$ cat src/rtl/fetch_sequencer_pkg.sv
// fetch_sequencer_pkg: shared word size, PC step, FSM state encoding and redirect source codes.
package fetch_sequencer_pkg;
   localparam int WORD = 32;
   localparam int PC_INCREMENT = 4;
   typedef enum logic [1:0] {FS_BOOT, FS_REQ, FS_WAIT, FS_HOLD} fetchState_t;
   localparam logic [1:0] REDIR_NONE = 2'd0;
   localparam logic [1:0] REDIR_JMP  = 2'd1;
   localparam logic [1:0] REDIR_BR   = 2'd2;
   localparam logic [1:0] REDIR_EXCP = 2'd3;
endpackage

$ cat src/rtl/fetch_sequencer_redirect_prio_mux.sv
// fetch_sequencer_redirect_prio_mux: picks one redirect per cycle, exception > branch > jump.
module fetch_sequencer_redirect_prio_mux
   import fetch_sequencer_pkg::*;
#(
   parameter int XLEN = WORD
) (
   input  logic            excpValid,
   input  logic [XLEN-1:0] excpAddr,
   input  logic            brValid,
   input  logic [XLEN-1:0] brAddr,
   input  logic            jmpValid,
   input  logic [XLEN-1:0] jmpAddr,
   output logic            valid,
   output logic [XLEN-1:0] target,
   output logic [1:0]      src
);
   always_comb begin
      valid  = excpValid | brValid | jmpValid;
      target = excpValid ? excpAddr : brValid ? brAddr : jmpAddr;
      src    = excpValid ? REDIR_EXCP : brValid ? REDIR_BR : jmpValid ? REDIR_JMP : REDIR_NONE;
   end
endmodule

$ cat src/rtl/fetch_sequencer.sv
// fetch_sequencer: next-PC select, req/gnt/rvalid fetch port and decode hand-off.
// FETCH_MISALIGN_CHK_EN adds misalign_o and parks fetch in BOOT on a misaligned redirect target.
module fetch_sequencer
   import fetch_sequencer_pkg::*;
#(
   parameter int              XLEN     = WORD,
   parameter logic [XLEN-1:0] RESET_PC = '0,
   parameter int              PC_INC   = PC_INCREMENT
) (
   input  logic            clk_i,
   input  logic            rst_i,
   input  logic            excp_valid_i,
   input  logic [XLEN-1:0] excp_addr_i,
   input  logic            br_valid_i,
   input  logic [XLEN-1:0] br_addr_i,
   input  logic            jmp_valid_i,
   input  logic [XLEN-1:0] jmp_addr_i,
   input  logic            stall_i,
   output logic            imem_req_o,
   output logic [XLEN-1:0] imem_addr_o,
   input  logic            imem_gnt_i,
   input  logic            imem_rvalid_i,
   input  logic [XLEN-1:0] imem_rdata_i,
   output logic            inst_valid_o,
   output logic [XLEN-1:0] inst_o,
   output logic [XLEN-1:0] inst_pc_o,
`ifdef FETCH_MISALIGN_CHK_EN
   output logic            misalign_o,
`endif
   output logic [1:0]      redir_src_o
);
   fetchState_t     stateQ, stateD;
   logic [XLEN-1:0] pcQ, pcD, inflightPcQ, inflightPcD, instQ, instD, instPcQ, instPcD;
   logic [XLEN-1:0] redirTarget;
   logic [1:0]      srcQ, srcD, redirSrc;
   logic            killQ, killD, parkQ, parkD, redirValid, misAl, pendNext;

   fetch_sequencer_redirect_prio_mux #(.XLEN(XLEN)) prioMux (
      .excpValid(excp_valid_i),
      .excpAddr (excp_addr_i),
      .brValid  (br_valid_i),
      .brAddr   (br_addr_i),
      .jmpValid (jmp_valid_i),
      .jmpAddr  (jmp_addr_i),
      .valid    (redirValid),
      .target   (redirTarget),
      .src      (redirSrc)
   );

`ifdef FETCH_MISALIGN_CHK_EN
   assign misAl = |redirTarget[1:0];
   always_ff @(posedge clk_i or negedge rst_i)
      if (!rst_i) misalign_o <= 1'b0;
      else misalign_o <= redirValid & misAl;
`else
   assign misAl = 1'b0;
`endif

   assign imem_req_o   = stateQ == FS_REQ;
   assign imem_addr_o  = pcQ;
   assign inst_valid_o = stateQ == FS_HOLD;
   assign inst_o       = instQ;
   assign inst_pc_o    = instPcQ;
   assign redir_src_o  = srcQ;

   always_comb begin
      stateD      = stateQ;
      pcD         = pcQ;
      inflightPcD = inflightPcQ;
      instD       = instQ;
      instPcD     = instPcQ;
      srcD        = srcQ;
      killD       = killQ;
      parkD       = parkQ;
      // a memory response will still be owed after this cycle
      pendNext    = (stateQ == FS_REQ && imem_gnt_i) || ((stateQ == FS_WAIT || killQ) && !imem_rvalid_i);
      case (stateQ)
         FS_BOOT: begin
            killD  = killQ & ~imem_rvalid_i;
            stateD = parkQ ? FS_BOOT : FS_REQ;
         end
         FS_REQ: if (imem_gnt_i) begin
            stateD      = FS_WAIT;
            inflightPcD = pcQ;
            pcD         = pcQ + XLEN'(PC_INC);
         end
         FS_WAIT: if (imem_rvalid_i) begin
            stateD  = killQ ? FS_REQ : FS_HOLD;
            killD   = 1'b0;
            instD   = killQ ? instQ : imem_rdata_i;
            instPcD = killQ ? instPcQ : inflightPcQ;
         end
         default: stateD = stall_i ? FS_HOLD : FS_REQ;
      endcase
      // redirect overrides the sequential path; anything still owed becomes wrong-path
      if (redirValid) begin
         srcD    = redirSrc;
         killD   = pendNext;
         instD   = instQ;
         instPcD = instPcQ;
         pcD     = misAl ? pcD : redirTarget;
         parkD   = misAl;
         stateD  = misAl ? FS_BOOT : pendNext ? FS_WAIT : FS_REQ;
      end
   end

   always_ff @(posedge clk_i or negedge rst_i) begin
      if (!rst_i) begin
         stateQ      <= FS_BOOT;
         pcQ         <= RESET_PC;
         inflightPcQ <= '0;
         instQ       <= '0;
         instPcQ     <= '0;
         srcQ        <= REDIR_NONE;
         killQ       <= 1'b0;
         parkQ       <= 1'b0;
      end else begin
         stateQ      <= stateD;
         pcQ         <= pcD;
         inflightPcQ <= inflightPcD;
         instQ       <= instD;
         instPcQ     <= instPcD;
         srcQ        <= srcD;
         killQ       <= killD;
         parkQ       <= parkD;
      end
   end
endmodule
$ cat config.mk
export PLATFORM = sky130hd
export DESIGN_NAME = fetch_sequencer
export DESIGN_NICKNAME = d
export VERILOG_FILES = /design/src/rtl/fetch_sequencer_pkg.sv /design/src/rtl/fetch_sequencer_redirect_prio_mux.sv /design/src/rtl/fetch_sequencer.sv
export SDC_FILE = /design/constraint.sdc
export NUM_CORES = 1
export LEC_CHECK = 0
export BUFFER_PORTS_ARGS = -buffer_cell sky130_fd_sc_hd__clkbuf_2
export CAP_MARGIN = 25
export CORE_MARGIN = 5
export CORE_UTILIZATION = 50
export DETAILED_ROUTE_END_ITERATION = 16
export GPL_TIMING_DRIVEN = 0
export PLACE_DENSITY_LB_ADDON = 0.1
export SYNTH_ARGS = -nofsm -noshare
export SYNTH_HDL_FRONTEND = slang
export SYNTH_SLANG_ARGS = --single-unit
$ cat constraint.sdc
create_clock -name clk_i -period 2.2 [get_ports clk_i]
set_input_delay 0.44 -clock clk_i [delete_from_list [all_inputs] [get_ports clk_i]]
set_output_delay 0.44 -clock clk_i [all_outputs]
set_load 0.01 [all_outputs]
After elaboration in Yosys (flattened, before gate mapping):

Index checks and enable logic that the tools add are counted.

* register bits: 133
* input bits: 136
* output and inout bits: 100
* logic and storage cells: 51

* $add $sub $neg: 1
* equal/unequal tests: 5
* muxes and demuxes: 18
* bitwise logic cells: 6
* reduce and logical (&&, ||, !) cells: 14

Operators by type and width (number)
* $mux 32: 5
* $add 32x3->32 const B: 1
* $mux 2: 8
* $reduce_and 2->1: 4
* $pmux 2 s3: 1
* $eq 2x2->1 const B: 2
* $reduce_and 4->1: 1
* $reduce_bool 2->1: 2
* $mux 1: 3
* $ne 3x1->1 const B: 1
* $ne 3x2->1 const B: 1
* $not 1->1: 3
* $reduce_bool 3->1: 1
* $eq 2x1->1 const B: 1
* $logic_and 1x1->1: 2
* $logic_not 2->1: 1
* $logic_or 1x1->1: 2
* $or 1x1->1: 2
* $pmux 1 s2: 1
* $and 1x1->1: 1
* $logic_not 1->1: 1

Depth between registers and ports, before layout:

Gate-level depths: netlist of the first run.

* depth after elaboration: 6
* depth in mapped cells: 7
* gate-level depth less buffers: 6

Cells and area by module:

From an unflattened synthesis of the first run, not the netlist that was laid out.

* cells, all modules: 604
* area total of the unflattened synthesis: 6376.1 um^2

By module, submodules not included
* fetch_sequencer: times used 1, cells each 493, area an instance 5646.7 um^2, sequential area each 3328.2 um^2
* fetch_sequencer_redirect_prio_mux: times used 1, cells each 111, area an instance 729.4 um^2, sequential area each 0.0 um^2

Worst setup path after synthesis of the first run:

No wires, ideal clock.

* path type: input port to flip-flop
* start point: in excp_valid_i
* end point: reg instQ[21], in the netlist inst_o[21]
* setup time: 0.127 ns
* arrival time: 1.670 ns
* data required time: 2.073 ns
* path slack: 0.402 ns
* stages on the path: 6
* path buffers: 3
* path through: buf_2 > nor3_2 > nand4b_1 > buf_2 > buf_6 > mux2_1

* cells in the longest elaborated chain, start to end: 4

Ends and longest elaborated chain
* from (decl): line fetch_sequencer.sv:12 `input logic excp_valid_i,`
* $or 1x1->1 (2 in series): line fetch_sequencer_redirect_prio_mux.sv:18 `valid = excpValid | brValid | jmpValid;`
* $not 1->1 (no line)
* $reduce_and 4->1 (no line)
* to (signal assigned): line fetch_sequencer.sv:121 `instQ <= instD;`
* to (decl): line fetch_sequencer.sv:33 `logic [XLEN-1:0] pcQ, pcD, inflightPcQ, inflightPcD, instQ, instD, instPcQ, instPcD;`

Every way passes these cells.
A chain may end at the register's enable or synchronous reset.

Worst setup path in the final report of the first run:

* start point: reg pcQ[4], in the netlist imem_addr_o[4]
* end point: reg pcQ[21], in the netlist imem_addr_o[21]

* cells in the longest elaborated chain, start to end: 4

Ends and longest elaborated chain
* from (decl): line fetch_sequencer.sv:33
* from (signal assigned): line fetch_sequencer.sv:119 `pcQ <= pcD;`
* $add 32x3->32: line fetch_sequencer.sv:85 `pcD = pcQ + XLEN'(PC_INC);`
* $mux 32: line fetch_sequencer.sv:82 `FS_REQ: if (imem_gnt_i) begin`
* $mux 32: line fetch_sequencer.sv:77 `case (stateQ)`
* $mux 32: line fetch_sequencer.sv:96 `if (redirValid) begin`

Every way passes these cells. The select of a mux whose other input is x is not followed.

==> results of run 1 <==
cell usage in the layout (no fill, tap or decap), drive strengths merged, types with 4 or more instances in the layout:
cell     count
a221oi       4
nor3        12
nand3b      15
and3b        7
a31oi        4
a2bb2oi      8
o21ai       20
inv         13
a21oi       64
nor4         7
nand2      132
buf         21
clkbuf     271
xnor2        4
mux2        65
nand3       12
and3         5
nand4        8
xor2         4
o22ai        4
dfrtp      133
nor2        28
clkinv       6
a211oi      11
mux2i        9
flip-flops by register name, indices dropped and copies added (netlist names):
name,count
imem_addr_o,32
inflightPcQ,32
inst_o,32
inst_pc_o,32
redir_src_o,2
stateQ,2
killQ,1
what timing repair did:
| action | 4_1_cts | 5_1_grt |
|---|---|---|
| setup buffers | 3 | 0 |
| endpoints found under the setup margin | 1 | 7 |
| hold endpoints to repair | 42 | 0 |
| hold buffers | 1 | 0 |
| pin swaps | 1 | 0 |
| gates resized for setup | 0 | 3 |
area by class of cell:
| type | count | area, sq um |
|---|---|---|
| tap | 172 | 215.2 |
| fill | 1036 | 4111 |
| multi-input combinational | 453 | 2920 |
| buffer | 38 | 227.7 |
| timing repair buffer | 238 | 1235 |
| inverter | 9 | 33.78 |
| sequential | 133 | 3328 |
| clock buffer | 17 | 425.4 |
| clock inverter | 14 | 173.9 |
worst paths after layout:
kind	endpoint	startpoint	slack (ns)
setup / recovery	imem_addr_o[21]	imem_addr_o[4]	0.11
hold / removal	inst_o[26]	imem_rdata_i[26]	0.25
setup reg to reg	imem_addr_o[21]	imem_addr_o[4]	0.11
hold reg to reg	inflightPcQ[7]	inflightPcQ[7]	0.47
max in group asynchronous	inst_pc_o[24]	rst_i	0.92
min in group asynchronous	inst_o[21]	rst_i	0.53
logic make-up (layout without fill, tap and decap cells):
logic type / count (synthesis) / count (layout) / synth area share
buffers and inverters: 47 / 316 / 0.04025
AOI/OAI and AO/OA: 132 / 132 / 0.1237
DFF: 133 / 133 / 0.5123
xor gates and xnor gates: 8 / 8 / 0.01078
and+or+nand+nor: 238 / 238 / 0.1845
muxes: 74 / 74 / 0.1265
adders and majority gates: 1 / 1 / 0.001926
routing by layer:
layer | vias up | share of wire | GRT usage
met5 | - | 0 | 0
met4 | 0 | 0.020 | 0.08145
met3 | 26 | 0.087 | 0.06222
met2 | 319 | 0.48 | 0.4343
met1 | 2789 | 0.42 | 0.3396
li1 | 2757 | - | -
through the flow:
step | power, uW | TNS (ns) | area [sq um]
6_report | 8975 | 0 | 8559
5_1_grt | 9500 | 0 | 8559
4_1_cts | 9042 | 0 | 8546
3_5_place_dp | 6168 | -0.5258 | 7914
3_3_place_gp | 6043 | -173.32 | 7878
2_1_floorplan | 5026 | 0 | 6496
power by group through the flow:
stage / Clock, uW / Combinational, uW / Sequential, uW
floorplan: 0 / 1120 / 3910
global placement: 0 / 2320 / 3720
detailed placement: 0 / 2390 / 3780
CTS: 2890 / 2410 / 3740
global route: 3020 / 2630 / 3850
finish: 2850 / 2380 / 3750
==> impl_metrics.ini, run 1 <==
[power]
p_int_uw = 6103
p_leak_uw = 0.004480
p_sw_uw = 2872
power_frac_seq = 0.417
p_sw_frac = 0.3200
p_clk_frac = 0.318
ir_drop_mv = 0.3956
pwr_density_cell_nw_per_um2 = 1049
combPwrFrac = 0.265

[final_layout]
drive_above_1_share = 0.4047
diodes = 0
syn_to_final_growth_pct = 31.76
num-nets-final = 1027
finalCoreUtilization = 0.6755
instances_no_fill = 1074

[floorplan]
die_w_microns = 124.0
dieArea_sq_um = 15370
rows = 41
core-area_sq_um = 12670
io_pins = 236
fp.dieH_microns = 124.0
start_util = 0.5127

[routing]
antenna_left = 0
wl_microns = 19790
viasPerCell = 5.485
wire_per_inst_microns = 18.43
post-route-drc-count = 0
dr.first_iter.drc_count = 376
first_pass_iters = 5
via_count = 5891

[synthesis]
synth_top_area_frac = 0.5123
synth_common_cells = dfrtp_1 (133), nand2_1 (131), a21oi_1 (64)
synth_most_common_cell = dfrtp_1
ys_warn_count = 0
syn-cell-area_sq_um = 6496
synth_largest_area_cell = dfrtp_1
synth_flop_cell = dfrtp_1
yosysUniqueCellTypes = 60
synth_seq_area_share = 0.5123
synth_nets = 770
ys_ff_latch = 133
ys_async_sr_fraction = 1.000
synth_edf_count = 0
syn_inst = 633
syn_area_per_cell_sq_um = 10.26
yosys-top-cells-area = dfrtp_1 (51%), mux2_2 (10%), nand2_1 (7.6%)

[setup_path]
endpoint_kind = register
crit_required_ns = 2.49
cp_cell_sequence = nand4_1 -> nor4_4 -> and2_4 -> a31oi_1 -> o221a_1
crit_type = reg -> reg
worst_path_largest_cell_delay_ns = 0.57
cpLargestDelayFamily = simple AND/OR/NAND/NOR gates
cp_num_cells = 5
arrival_ns = 2.38
crit_slowest_cell = nor4_4
start_kind = register
path_max_fanout = 9
r2r_cells = 5
crit_buf_inv = 0

[timing]
fin_skew_ns = 0.01120
final.setup.worst_slack_ns = 0.1073
period_share = 0.9512
maxSlewHeadroom = 0.5495
hold_viol = 0
whs_ns = 0.2499
worstMarginPinSlew_ns = 0.6720
setup_viol = 0
finalCriticalPeriod_ns = 2.093
maxSlewViolCount = 0
rsz0062_at_grt = no
fmax_mhz = 477.8

[worst_hold_path]
holdPathStages = 2
hp-class = in -> reg

[global_routing]
grt_max_degree = 92
grt_pass1_wl_microns = 30840
grt_pass1_vias = 6013
grt_overflow_total = 0
grt_usage = 0.2611
antenna_found_initial = 0

[placement]
gp_congestion = 0.9047
dp_hpwl_microns = 15130
portBuffers = 233
dp.cells = 1039
post-place-ws_ns = -0.1531

[clocking]
cts_made_buffers = 17
cts_sinks = 133
cts_tree = yes
root_buffer = clkbuf_16
insertion_delay_ns = 0.41
cts.htree.levels = 4
cts_buffer_depth = 2
clk_pin_slew_ns = 0.06

[run]
cap_viol_max_count = 0

[outcome]
status = complete, no violations
Power figures use the tool's default switching activity.
==> inputs of run 2 (changes only) <==
==> constraint.sdc (replaced) <==
create_clock -name clk_i -period 2.2 [get_ports clk_i]
set_input_delay 0 -clock clk_i [delete_from_list [all_inputs] [get_ports clk_i]]
set_output_delay 0 -clock clk_i [all_outputs]
set_load 0.01 [all_outputs]
==> impl_metrics.ini, run 2 (synthesis results as in run 1) <==
[clocking]
insertion_delay_ns = 0.41
cts_buffer_depth = 2
cts.htree.levels = 4
cts_made_buffers = 17
root_buffer = clkbuf_16
cts_tree = yes
cts_sinks = 133
clk_pin_slew_ns = 0.06

[placement]
dp_hpwl_microns = 15130
dp.cells = 1039
gp_congestion = 0.9047
portBuffers = 233
dpl_cell_area_sq_um = 7914

[power]
p_sw_uw = 2951
combPwrFrac = 0.273
p_total_uw = 9121
p_sw_frac = 0.3235
power_frac_seq = 0.414
p_leak_uw = 0.004710
p_int_uw = 6170
p_clk_frac = 0.314
ir_drop_mv = 0.3963
pwr_density_cell_nw_per_um2 = 1001

[floorplan]
rows = 41
io_pins = 236
die_w_microns = 124.0
core-area_sq_um = 12670
dieArea_sq_um = 15370
fp.dieH_microns = 124.0
start_util = 0.5127

[setup_path]
cp_cell_sequence = nand4_1 -> nor4_4 -> and2_4 -> a31oi_1 -> o221a_1
arrival_ns = 2.39
worstSetupStartpoint = imem_addr_o[4]
crit_slowest_cell = nor4_4
start_kind = register
crit_required_ns = 2.49
path_max_fanout = 9
worst_path_largest_cell_delay_ns = 0.57
r2r_setup_slack_ns = 0.1
crit_type = reg -> reg
endpoint_kind = register
rr_startpoint = imem_addr_o[4]

[routing]
dr.first_iter.drc_count = 462
post-route-drc-count = 0
wire_per_inst_microns = 18.79
wl_microns = 21220
antenna_left = 0
viasPerCell = 5.468
first_pass_iters = 5
via_count = 6173

[global_routing]
grt_usage = 0.2822
grt_overflow_total = 0
grt_max_degree = 92
antenna_found_initial = 0
grt_pass1_wl_microns = 33270
grt_pass1_vias = 6437

[final_layout]
drive_above_1_share = 0.3814
layout_common_cells = clkbuf_2 (232), dfrtp_1 (133), nand2_1 (131), a21oi_1 (64), mux2_2 (59)
seqCellArea_sq_um = 3328
num-nets-final = 1082
fillerInstances = 933
multi_input_area_sq_um = 2920
final_common_cell = clkbuf_2
final_cell_area_sq_um = 9110
diodes = 0
instances_no_fill = 1129
syn_to_final_growth_pct = 40.24

[timing]
worstMarginPinSlew_ns = 0.6612
setup_viol = 0
maxSlewViolCount = 0
finalCriticalPeriod_ns = 2.103
tns_ns = 0
maxSlewHeadroom = 0.5568
fin_skew_ns = 0.01154
hold_viol = 0
rsz0062_at_grt = no
period_share = 0.9559
fmax_mhz = 475.5

[worst_hold_path]
hp-class = in -> reg
hold_start = excp_addr_i[24]

[run]
cap_viol_max_count = 0

[outcome]
status = complete, no violations
[run 2: area by class of cell]
cell class | count | area share
inverters | 9 | 0.003708
multi-input cells | 453 | 0.3206
flip-flops and latches | 133 | 0.3653
clock inverters | 14 | 0.01909
repair buffers | 293 | 0.1960
clock buffers | 17 | 0.04670
well taps | 172 | 0.02362
plain buffers | 38 | 0.02500
[run 2: path summary, 6_finish.rpt]
check / end / depth (start not counted)
hold / removal: imem_addr_o[24] / 3
hold reg to reg: inflightPcQ[24] / 2
setup reg to reg: imem_addr_o[21] / 5
setup / recovery: imem_addr_o[21] / 5
min in group asynchronous: inst_o[21] / 2
max in group asynchronous: inst_pc_o[24] / 3
[run 2: worst max-delay path, delay by kind of cell, from the launching register on]
kind	cells	cell delay, ns
AO/OA/AOI/OAI	2	0.31
AND/OR/NAND/NOR	3	1.18
flip-flops	1	0.49
[run 2: power groups by stage]
stage	Combinational [uW]	Clock (uW)	Sequential, uW
CTS	2490	2890	3740
detailed placement	2390	0	3780
floorplan	1120	0	3910
finish	2490	2860	3770
global placement	2320	0	3720
global route	2740	3030	3870
[run 2: repair_timing]
item | 4_1_cts | 5_1_grt
resized for setup | 0 | 3
hold buffers | 56 | 0
pin swaps | 1 | 0
endpoints found under the hold margin | 188 | 0
setup buffers | 3 | 0
setup endpoints to repair | 1 | 7
[run 2: stage by stage]
step | utilization | hold WS (ns) | setup WS [ns]
final | 0.7190 | 0.01345 | 0.09702
after global routing | 0.7190 | 0.02160 | 0.01540
after CTS | 0.7179 | 0.003283 | 0.01156
after detailed placement | 0.6246 | -0.04618 | 0.006572
after global placement | 0.6217 | 0.2176 | -0.8705
after floorplan | - | -0.2956 | 0.4478
[run 2: routing by layer]
layer / vias to the layer above / wire (microns) / global-route usage
met2: 313 / 10310 / 0.4836
li1: 2869 / - / -
met5: - / 0 / 0
met1: 2950 / 8689 / 0.3597
met4: 0 / 500 / 0.08487
met3: 41 / 1719 / 0.06131
